**src/rtl/pitfall_frame_decider.sv**
```systemverilog
// rtl/pitfall_frame_decider.sv - per-pixel palette index: Harry sprite over banded jungle background
// Two-strobe pipeline; sprite position/mirror are shadowed at frame start to avoid mid-frame tearing.
module pitfall_frame_decider #(
  parameter int          H_ACTIVE   = 640,
  parameter int          V_ACTIVE   = 480,
  parameter int          SPR_W      = 16,
  parameter int          SPR_H      = 32,
  parameter int          N_FRAMES   = 4,
  parameter int          ANIM_DIV   = 6,
  parameter logic [5:0]  TRANSP_IDX = 6'd0,
  parameter logic [9:0]  BAND0_END  = 10'd160,
  parameter logic [9:0]  BAND1_END  = 10'd320,
  parameter logic [9:0]  BAND2_END  = 10'd400,
  parameter logic [5:0]  BAND0_IDX  = 6'd31,
  parameter logic [5:0]  BAND1_IDX  = 6'd35,
  parameter logic [5:0]  BAND2_IDX  = 6'd23,
  parameter logic [5:0]  BAND3_IDX  = 6'd0
) (
  input  logic                                         Clk,
  input  logic                                         Reset_n,
  input  logic                                         pixel_en,
  input  logic                                         frame_start,
  input  logic [9:0]                                   DrawX,
  input  logic [9:0]                                   DrawY,
  input  logic [9:0]                                   Harry_X,
  input  logic [9:0]                                   Harry_Y,
  input  logic                                         Harry_moving,
  input  logic                                         Harry_left,
  output logic [$clog2(N_FRAMES*SPR_W*SPR_H)-1:0]      rom_addr,
  input  logic [5:0]                                   rom_data,
  output logic [5:0]                                   value,
  output logic                                         value_valid
);

  localparam int CW = $clog2(SPR_W);
  localparam int RW = $clog2(SPR_H);
  localparam int FW = $clog2(N_FRAMES);
  localparam int NW = $clog2(ANIM_DIV);
  localparam logic [9:0]  H_LIM  = 10'(H_ACTIVE);
  localparam logic [9:0]  V_LIM  = 10'(V_ACTIVE);
  localparam logic [10:0] SW_LIM = 11'(SPR_W);
  localparam logic [10:0] SH_LIM = 11'(SPR_H);

  logic [9:0]    sh_x, sh_y;
  logic          sh_left;
  logic [FW-1:0] anim_frame;
  logic [NW-1:0] frame_cnt;

  logic [10:0]   dx, dy;
  logic          vis, hit;
  logic [CW-1:0] col;
  logic [5:0]    bg;
  logic [5:0]    spr_pix;

  logic          s1_vis, s1_hit, s2_vis, s2_hit;
  logic [5:0]    s1_bg, s2_bg;
  logic [5:0]    s1_rom, s2_rom;
  logic          pe_d1, pe_d2;

  always_comb begin
    vis = (DrawX < H_LIM) && (DrawY < V_LIM);
    dx  = {1'b0, DrawX} - {1'b0, sh_x};
    dy  = {1'b0, DrawY} - {1'b0, sh_y};
    hit = vis && (dx < SW_LIM) && (dy < SH_LIM);
    col = sh_left ? (CW'(SPR_W - 1) - dx[CW-1:0]) : dx[CW-1:0];
    if (DrawY < BAND0_END)      bg = BAND0_IDX;
    else if (DrawY < BAND1_END) bg = BAND1_IDX;
    else if (DrawY < BAND2_END) bg = BAND2_IDX;
    else                        bg = BAND3_IDX;
    // Back-to-back strobes leave no time to capture; take ROM data straight through.
    spr_pix = (pe_d1 && pe_d2) ? rom_data : s2_rom;
  end

  always_ff @(posedge Clk or negedge Reset_n) begin
    if (!Reset_n) begin
      sh_x       <= '0;
      sh_y       <= '0;
      sh_left    <= 1'b0;
      anim_frame <= '0;
      frame_cnt  <= '0;
    end else if (frame_start) begin
      sh_x    <= Harry_X;
      sh_y    <= Harry_Y;
      sh_left <= Harry_left;
      if (!Harry_moving) begin
        frame_cnt  <= '0;
        anim_frame <= '0;
      end else if (frame_cnt == NW'(ANIM_DIV - 1)) begin
        frame_cnt  <= '0;
        anim_frame <= anim_frame + FW'(1);
      end else begin
        frame_cnt <= frame_cnt + NW'(1);
      end
    end
  end

  always_ff @(posedge Clk or negedge Reset_n) begin
    if (!Reset_n) begin
      rom_addr    <= '0;
      s1_vis      <= 1'b0;
      s1_hit      <= 1'b0;
      s1_bg       <= '0;
      s2_vis      <= 1'b0;
      s2_hit      <= 1'b0;
      s2_bg       <= '0;
      value       <= '0;
      value_valid <= 1'b0;
    end else if (pixel_en) begin
      s1_vis <= vis;
      s1_hit <= hit;
      s1_bg  <= bg;
      if (hit) rom_addr <= {anim_frame, dy[RW-1:0], col};
      s2_vis <= s1_vis;
      s2_hit <= s1_hit;
      s2_bg  <= s1_bg;
      value_valid <= s2_vis;
      value <= !s2_vis ? 6'd0 :
               (s2_hit && spr_pix != TRANSP_IDX) ? spr_pix : s2_bg;
    end
  end

  // ROM data for a strobe is valid two Clks later; park it in whichever stage that pixel then occupies.
  always_ff @(posedge Clk or negedge Reset_n) begin
    if (!Reset_n) begin
      pe_d1  <= 1'b0;
      pe_d2  <= 1'b0;
      s1_rom <= '0;
      s2_rom <= '0;
    end else begin
      pe_d1 <= pixel_en;
      pe_d2 <= pe_d1;
      if (pixel_en) s2_rom <= s1_rom;
      if (pe_d2) begin
        if (!pe_d1 && !pixel_en)      s1_rom <= rom_data;
        else if (!(pe_d1 && pixel_en)) s2_rom <= rom_data;
      end
    end
  end

endmodule

```
**config.mk**
```make
export PLATFORM = sky130hd
export DESIGN_NAME = pitfall_frame_decider
export DESIGN_NICKNAME = d
export VERILOG_FILES = /design/src/rtl/pitfall_frame_decider.sv
export SDC_FILE = /design/constraint.sdc
export NUM_CORES = 1
export LEC_CHECK = 0
export ABC_AREA = 0
export CORE_ASPECT_RATIO = 0.9
export CORE_MARGIN = 4
export CORE_UTILIZATION = 30
export DETAILED_ROUTE_END_ITERATION = 8
export PLACE_DENSITY = 0.5
export REMOVE_ABC_BUFFERS = 1
export SLEW_MARGIN = 15
export SYNTH_ARGS = -nofsm -noshare
export SYNTH_HDL_FRONTEND = slang
export SYNTH_SLANG_ARGS = --single-unit
```
**constraint.sdc**
```tcl
create_clock -name Clk -period 3.8 [get_ports Clk]
set_clock_uncertainty 0.15 [all_clocks]
set_input_delay 0.76 -clock Clk [delete_from_list [all_inputs] [get_ports Clk]]
set_output_delay 0.76 -clock Clk [all_outputs]
set_load 0.05 [all_outputs]
```
# --- Yosys cells after proc, flatten, opt, wreduce, memory -nomap -nowiden ---
# Cells that the tools add are included.
totals:
  reg_bits: 74
  inputBits: 52
  out_inout_bits: 18
  wordCells: 60
classes:
  n_addsub: 5
  order_cmp: 7
  n_eq_ne: 2
  muxes: 15
  n_reduce_logical: 13
op_table:
  columns: ["op", "n"]
  rows:
  - ["two-way mux 6 bit", 9]
  - ["< comparator 10 x 9 -> 1 bit (second input constant)", 3]
  - ["subtractor 10 x 10 -> 11 bit", 2]
  - ["< comparator 11 x 5 -> 1 bit (second input constant)", 1]
  - ["< comparator 11 x 6 -> 1 bit (second input constant)", 1]
  - ["< comparator 10 bit (second input constant)", 1]
  - ["< comparator 10 x 8 -> 1 bit (second input constant)", 1]
  - ["logical AND 1 bit", 7]
  - ["two-way mux 3 bit", 2]
  - ["AND reduction 2 bit", 3]
  - ["nonzero test 6 bit", 1]
  - ["two-way mux 5 bit", 1]
  - ["two-way mux 2 bit", 2]
  - ["two-way mux 4 bit", 1]
  - ["subtractor 4 bit (first input constant)", 1]
  - ["adder 3 x 1 -> 3 bit (second input constant)", 1]
  - ["== test 3 bit (second input constant)", 1]
  - ["adder 2 x 1 -> 2 bit (second input constant)", 1]
  - ["logical NOT 1 bit", 2]
  - ["!= test 2 x 1 -> 1 bit (second input constant)", 1]

# --- Longest topological paths before layout ---
depth:
  word_depth: 6
  depth_mapped: 12
  depth_no_buf: 11

# --- Least setup slack after synthesis ---
# Ideal clock, no wire load.
synth_timing:
  path_kind: "input -> register"
  from: "input port DrawY[0]"
  to: "register rom_addr[1]"
  setup_time_ns: 0.125
  arrival_time_ns: 3.119
  t_required_ns: 3.525
  setup_slack_ns: 0.406
  stages: 12
  path_buffers: 1
  cell_sequence: "inv_1 ha_1 inv_1 fa_1 a21o_2 a221oi_2 o21ai_1 xnor2_1 o31ai_1 nor4_2 buf_6 mux2_4"
synth_via:
  elab_chain_len: 5
  elab_cells_between_ends: 7
  classes_between: "1 x add/sub; 2 x order compare; 4 x reduce/logical"
synth_rtl:
  columns: ["item", "line", "rtl"]
  rows:
  - ["start: declaration", "24", "input logic [9:0] DrawY,"]
  - ["parallel branches: the longest is 3 deep, another holds subtractor 10 x 10 -> 11 bit", null, null]
  - ["logical AND 1 bit *", "64", "hit = vis && (dx < SW_LIM) && (dy < SH_LIM);"]
  - ["AND reduction 2 bit (no line) *", null, null]
  - ["end signal: assignment", "112", "if (hit) rom_addr <= {anim_frame, dy[RW-1:0], col};"]
  - ["end: declaration", "29", "output logic [$clog2(N_FRAMES*SPR_W*SPR_H)-1:0] rom_addr,"]
# Mark *: on every way between the ends.
# A chain may end at the register's enable or synchronous reset.

# --- Worst setup path after layout ---
layout_timing:
  from: "input port DrawY[0]"
  to: "register rom_addr[0]"
# The elaborated chain is that of the path after synthesis.

==> results.txt <==
The floorplan step set the die width to 129 um. STA classifies the critical path startpoint as a primary input. Setup repair after global routing left no endpoint under its margin. The synthesized design contains 0 enable-type register cells. The dominant synthesized flop cell is dfrtp_1.

The area growth from synthesis to layout is 32.3%. The area fraction of the dominant cell type after synthesis is 0.440. The library cell with the largest summed area after synthesis was dfrtp_1. The first-pass iteration count of the detailed router is 4, and the time the worst path needs with I/O delays and setup is 3.60 ns. For this design the ratio of total power to cell area is 431 nW/um^2. The tools report the number of buffers inserted by post-CTS setup repair as 0.

Critical path data required time: 3.87 ns. Dividing the detail-routed via count by the number of cells gives 4.89. Total routing resource utilization after global routing: 0.136. The die is 117 um tall. Clock-pin slew was measured on the worst setup and hold paths at 0.06 ns. Global routing finished with a remaining overflow of 0. Via count of the first global-routing pass: 3,341. In this run the number of H-tree levels came out at 3.

The tools report the max-cap violation count as 0. The tools report the starting density of the core as 0.310. TritonCTS built the clock tree. The post-route cell area was 5270 sq um; the via count was 3,195.

The number of distinct standard cells referenced by the synthesized netlist came out at 60. The number of endpoints failing setup at the final stage was 0; the combined flip-flop and latch cell area was 1750 sq um. The run gives 0.396 as the worst relative slew slack. Total count of hold-check failures in the final report: 0.

The insertion delay of the later-clocked pin in the worst-skew pair was 0.34 ns. For this design, the CTS-stage hold fixing added 0 buffers. The floorplan core area was 12,800 sq um. The data arrival time of the critical path was 3.67 ns; the number of filler instances in the final layout was 1,285.

The critical setup path kind is in2reg. The run gives 3980 sq um as the cell area after synthesis. The logs give 0 for the antenna diode count and 4960 sq um for the area after detailed placement. Sorting the synthesized cells by how often they occur yields dfrtp_1, nand2_1, o21ai_0, inv_1, ha_1.

The logs give 2.36 nW for the leakage power of the design and 0 for the final count of pins violating max slew. The number of resized instances in the post-cts repair step was 0. The number of rows in the core area came out at 39.

The proportion of register bits with asynchronous set or reset after synthesis works out to 1.00. The launch point of the critical path is DrawY[0]. Summing all multi-input logic gate instances after layout gives 2020 sq um. Element type at the critical path end: a register. The average wire per standard cell is 14.9 um. The total number of yosys warnings came out at 0. The flow ran to the end, and the final reports show no timing, DRC or antenna violations. At the pin with the least slew margin, the transition time is 0.907 ns. The clock sink count is 70.

In this run the most critical hold path is launched from value[1]$_DFFE_PN0P_. Routability-driven placement finished with a final weighted congestion of 0.824. The maximum vdd drop came out at 0.164 mV. Of all nets on the critical path, the largest fanout is 9. The run gives 638 as the cell count after placement.

The number of nets with antenna violations after detailed routing is 0. The most numerous cell in the Yosys netlist is dfrtp_1. Count of nets after finishing: 559. Sorting the synthesized cells by area gives the leading types as dfrtp_1, ha_1, o21ai_0, mux2_2, nand2_1. The starting DRC count in detailed routing is 122, and the CTS buffer count is 9. For the number of top-level pins, the log shows 70. The wire length reported by the detailed router is 9770 um, and the ratio of final minimum period to clock period is 0.946. The quantity of I/O buffers inserted on ports works out to 69. The root cell of the clock tree was clkbuf_16. After the flow finishes, the layout carries non-filler instances totaling 654. The largest net degree at the start of global routing was 71. The first global-routing pass estimated 16,500 um of wire. The cell count after synthesis came out at 401. The initial antenna violation count was 0. The die covers 15,200 sq um. The final HPWL from detailed placement was 7170 um. For this run, design rule violations remaining after detail routing come to 0. In this run the critical register-to-register path is launched from sh_y[0]$_DFFE_PN0P_. The flip-flop and latch count after synthesis is 70. Based on the critical path, the design can be clocked at up to 278 MHz. The fraction of final layout cells sized beyond drive strength 1 came out at 0.147. The sequential element share of the synthesized area was 0.440. The path class of the lowest-slack min-delay path was reg2reg. Per-instance average area after synthesis: 9.93 sq um.

The tools report the number of buffers between clock root and the deepest sink as 2.
==> sequential cells by signal (all words and copies together) (netlist names), 2 cells and up <==
signal / flops
frame_cnt: 3
sh_y: 10
s1_rom: 6
anim_frame: 2
value: 6
sh_x: 10
s2_rom: 6
s2_bg: 4
rom_addr: 11
s1_bg: 4
==> layout by cell type (no fill, tap or decap), types with 4 or more instances in the layout <==
cell             instances
xor2_1                   4
dfrtp_1                 70
nand3b_1                 4
inv_1                   37
a21oi_1                 16
mux2_2                  17
xnor2_1                  8
buf_4                   17
nand2_1                 44
a31oi_1                  7
o21ai_0                 42
mux2i_1                 10
clkdlybuf4s50_1         68
clkbuf_16                9
nand3_1                 14
a21o_1                   8
nor4_1                   4
o2bb2ai_1                5
mux2_4                   8
ha_1                    20
nor2_1                  12
==> worst paths after layout <==
kind | endpoint | slack, ns | cells past startpoint
worst min register to register | value[1]$_DFFE_PN0P_ | 0.34 | 1
worst max register to register | rom_addr[0]$_DFFE_PN0P_ | 0.73 | 11
min in group asynchronous | sh_x[0]$_DFFE_PN0P_ | 0.45 | 2
max in group asynchronous | frame_cnt[2]$_DFFE_PN0P_ | 2.42 | 2
worst max-delay path | rom_addr[0]$_DFFE_PN0P_ | 0.20 | 13
worst min-delay path | value[1]$_DFFE_PN0P_ | 0.34 | 1
==> metal layers <==
metal | GRT usage | up-vias | part of all wire
met2 | 0.188 | 83 | 0.41
met1 | 0.200 | 1508 | 0.52
li1 | - | 1587 | -
met5 | 0 | - | 0
met4 | 0.0643 | 0 | 0.023
met3 | 0.0309 | 17 | 0.049
==> power by group <==
group / internal [mW] / leakage (nW) / switching [mW]
Clock: 0.544 / 0.152 / 0.329
Sequential: 0.822 / 0.881 / 0.0456
Combinational: 0.250 / 1.33 / 0.280
Total: 1.62 / 2.36 / 0.655
==> through the flow <==
step / util / power, mW / worst slack [ns] / hold slack [ns] / TNS, ns
2_1_floorplan: - / 1.20 / -0.166 / 0.298 / -1.40
3_3_place_gp: 0.386 / 1.40 / -0.118 / 0.326 / -1.01
3_5_place_dp: 0.386 / 1.41 / -0.157 / 0.323 / -1.31
4_1_cts: 0.411 / 2.30 / 0.204 / 0.339 / 0
5_1_grt: 0.411 / 2.40 / 0.0184 / 0.358 / 0
6_report: 0.411 / 2.27 / 0.205 / 0.336 / 0
==> critical path, stage by stage <==
cell,delay (ns)
clkdlybuf4s50_1,0.40
inv_1,0.06
ha_1,0.15
inv_1,0.06
fa_1,0.37
a21o_2,0.24
a221oi_2,0.30
o21ai_1,0.14
xnor2_1,0.18
o31ai_1,0.13
nor4_4,0.38
buf_12,0.19
mux2_1,0.32
==> logic make-up (layout without fill, tap and decap cells) <==
family | Yosys count | count (layout) | share of synthesized area
adders and majority gates | 22 | 22 | 0.0729
AOI/OAI and AO/OA | 106 | 106 | 0.172
muxes | 37 | 37 | 0.109
buffers and inverters | 53 | 142 | 0.0546
xor gates and xnor gates | 12 | 12 | 0.0264
DFF | 70 | 70 | 0.440
and+or+nand+nor | 101 | 101 | 0.126
==> cell type report <==
class,count,share of cell area
clock buffers,11,0.0480
multi-input cells,278,0.384
repair buffers,87,0.158
inverters,39,0.0278
flip-flops and latches,70,0.332
well taps,164,0.0389
clock inverters,5,0.0107
Note: power is estimated with default switching activity, not from simulation.
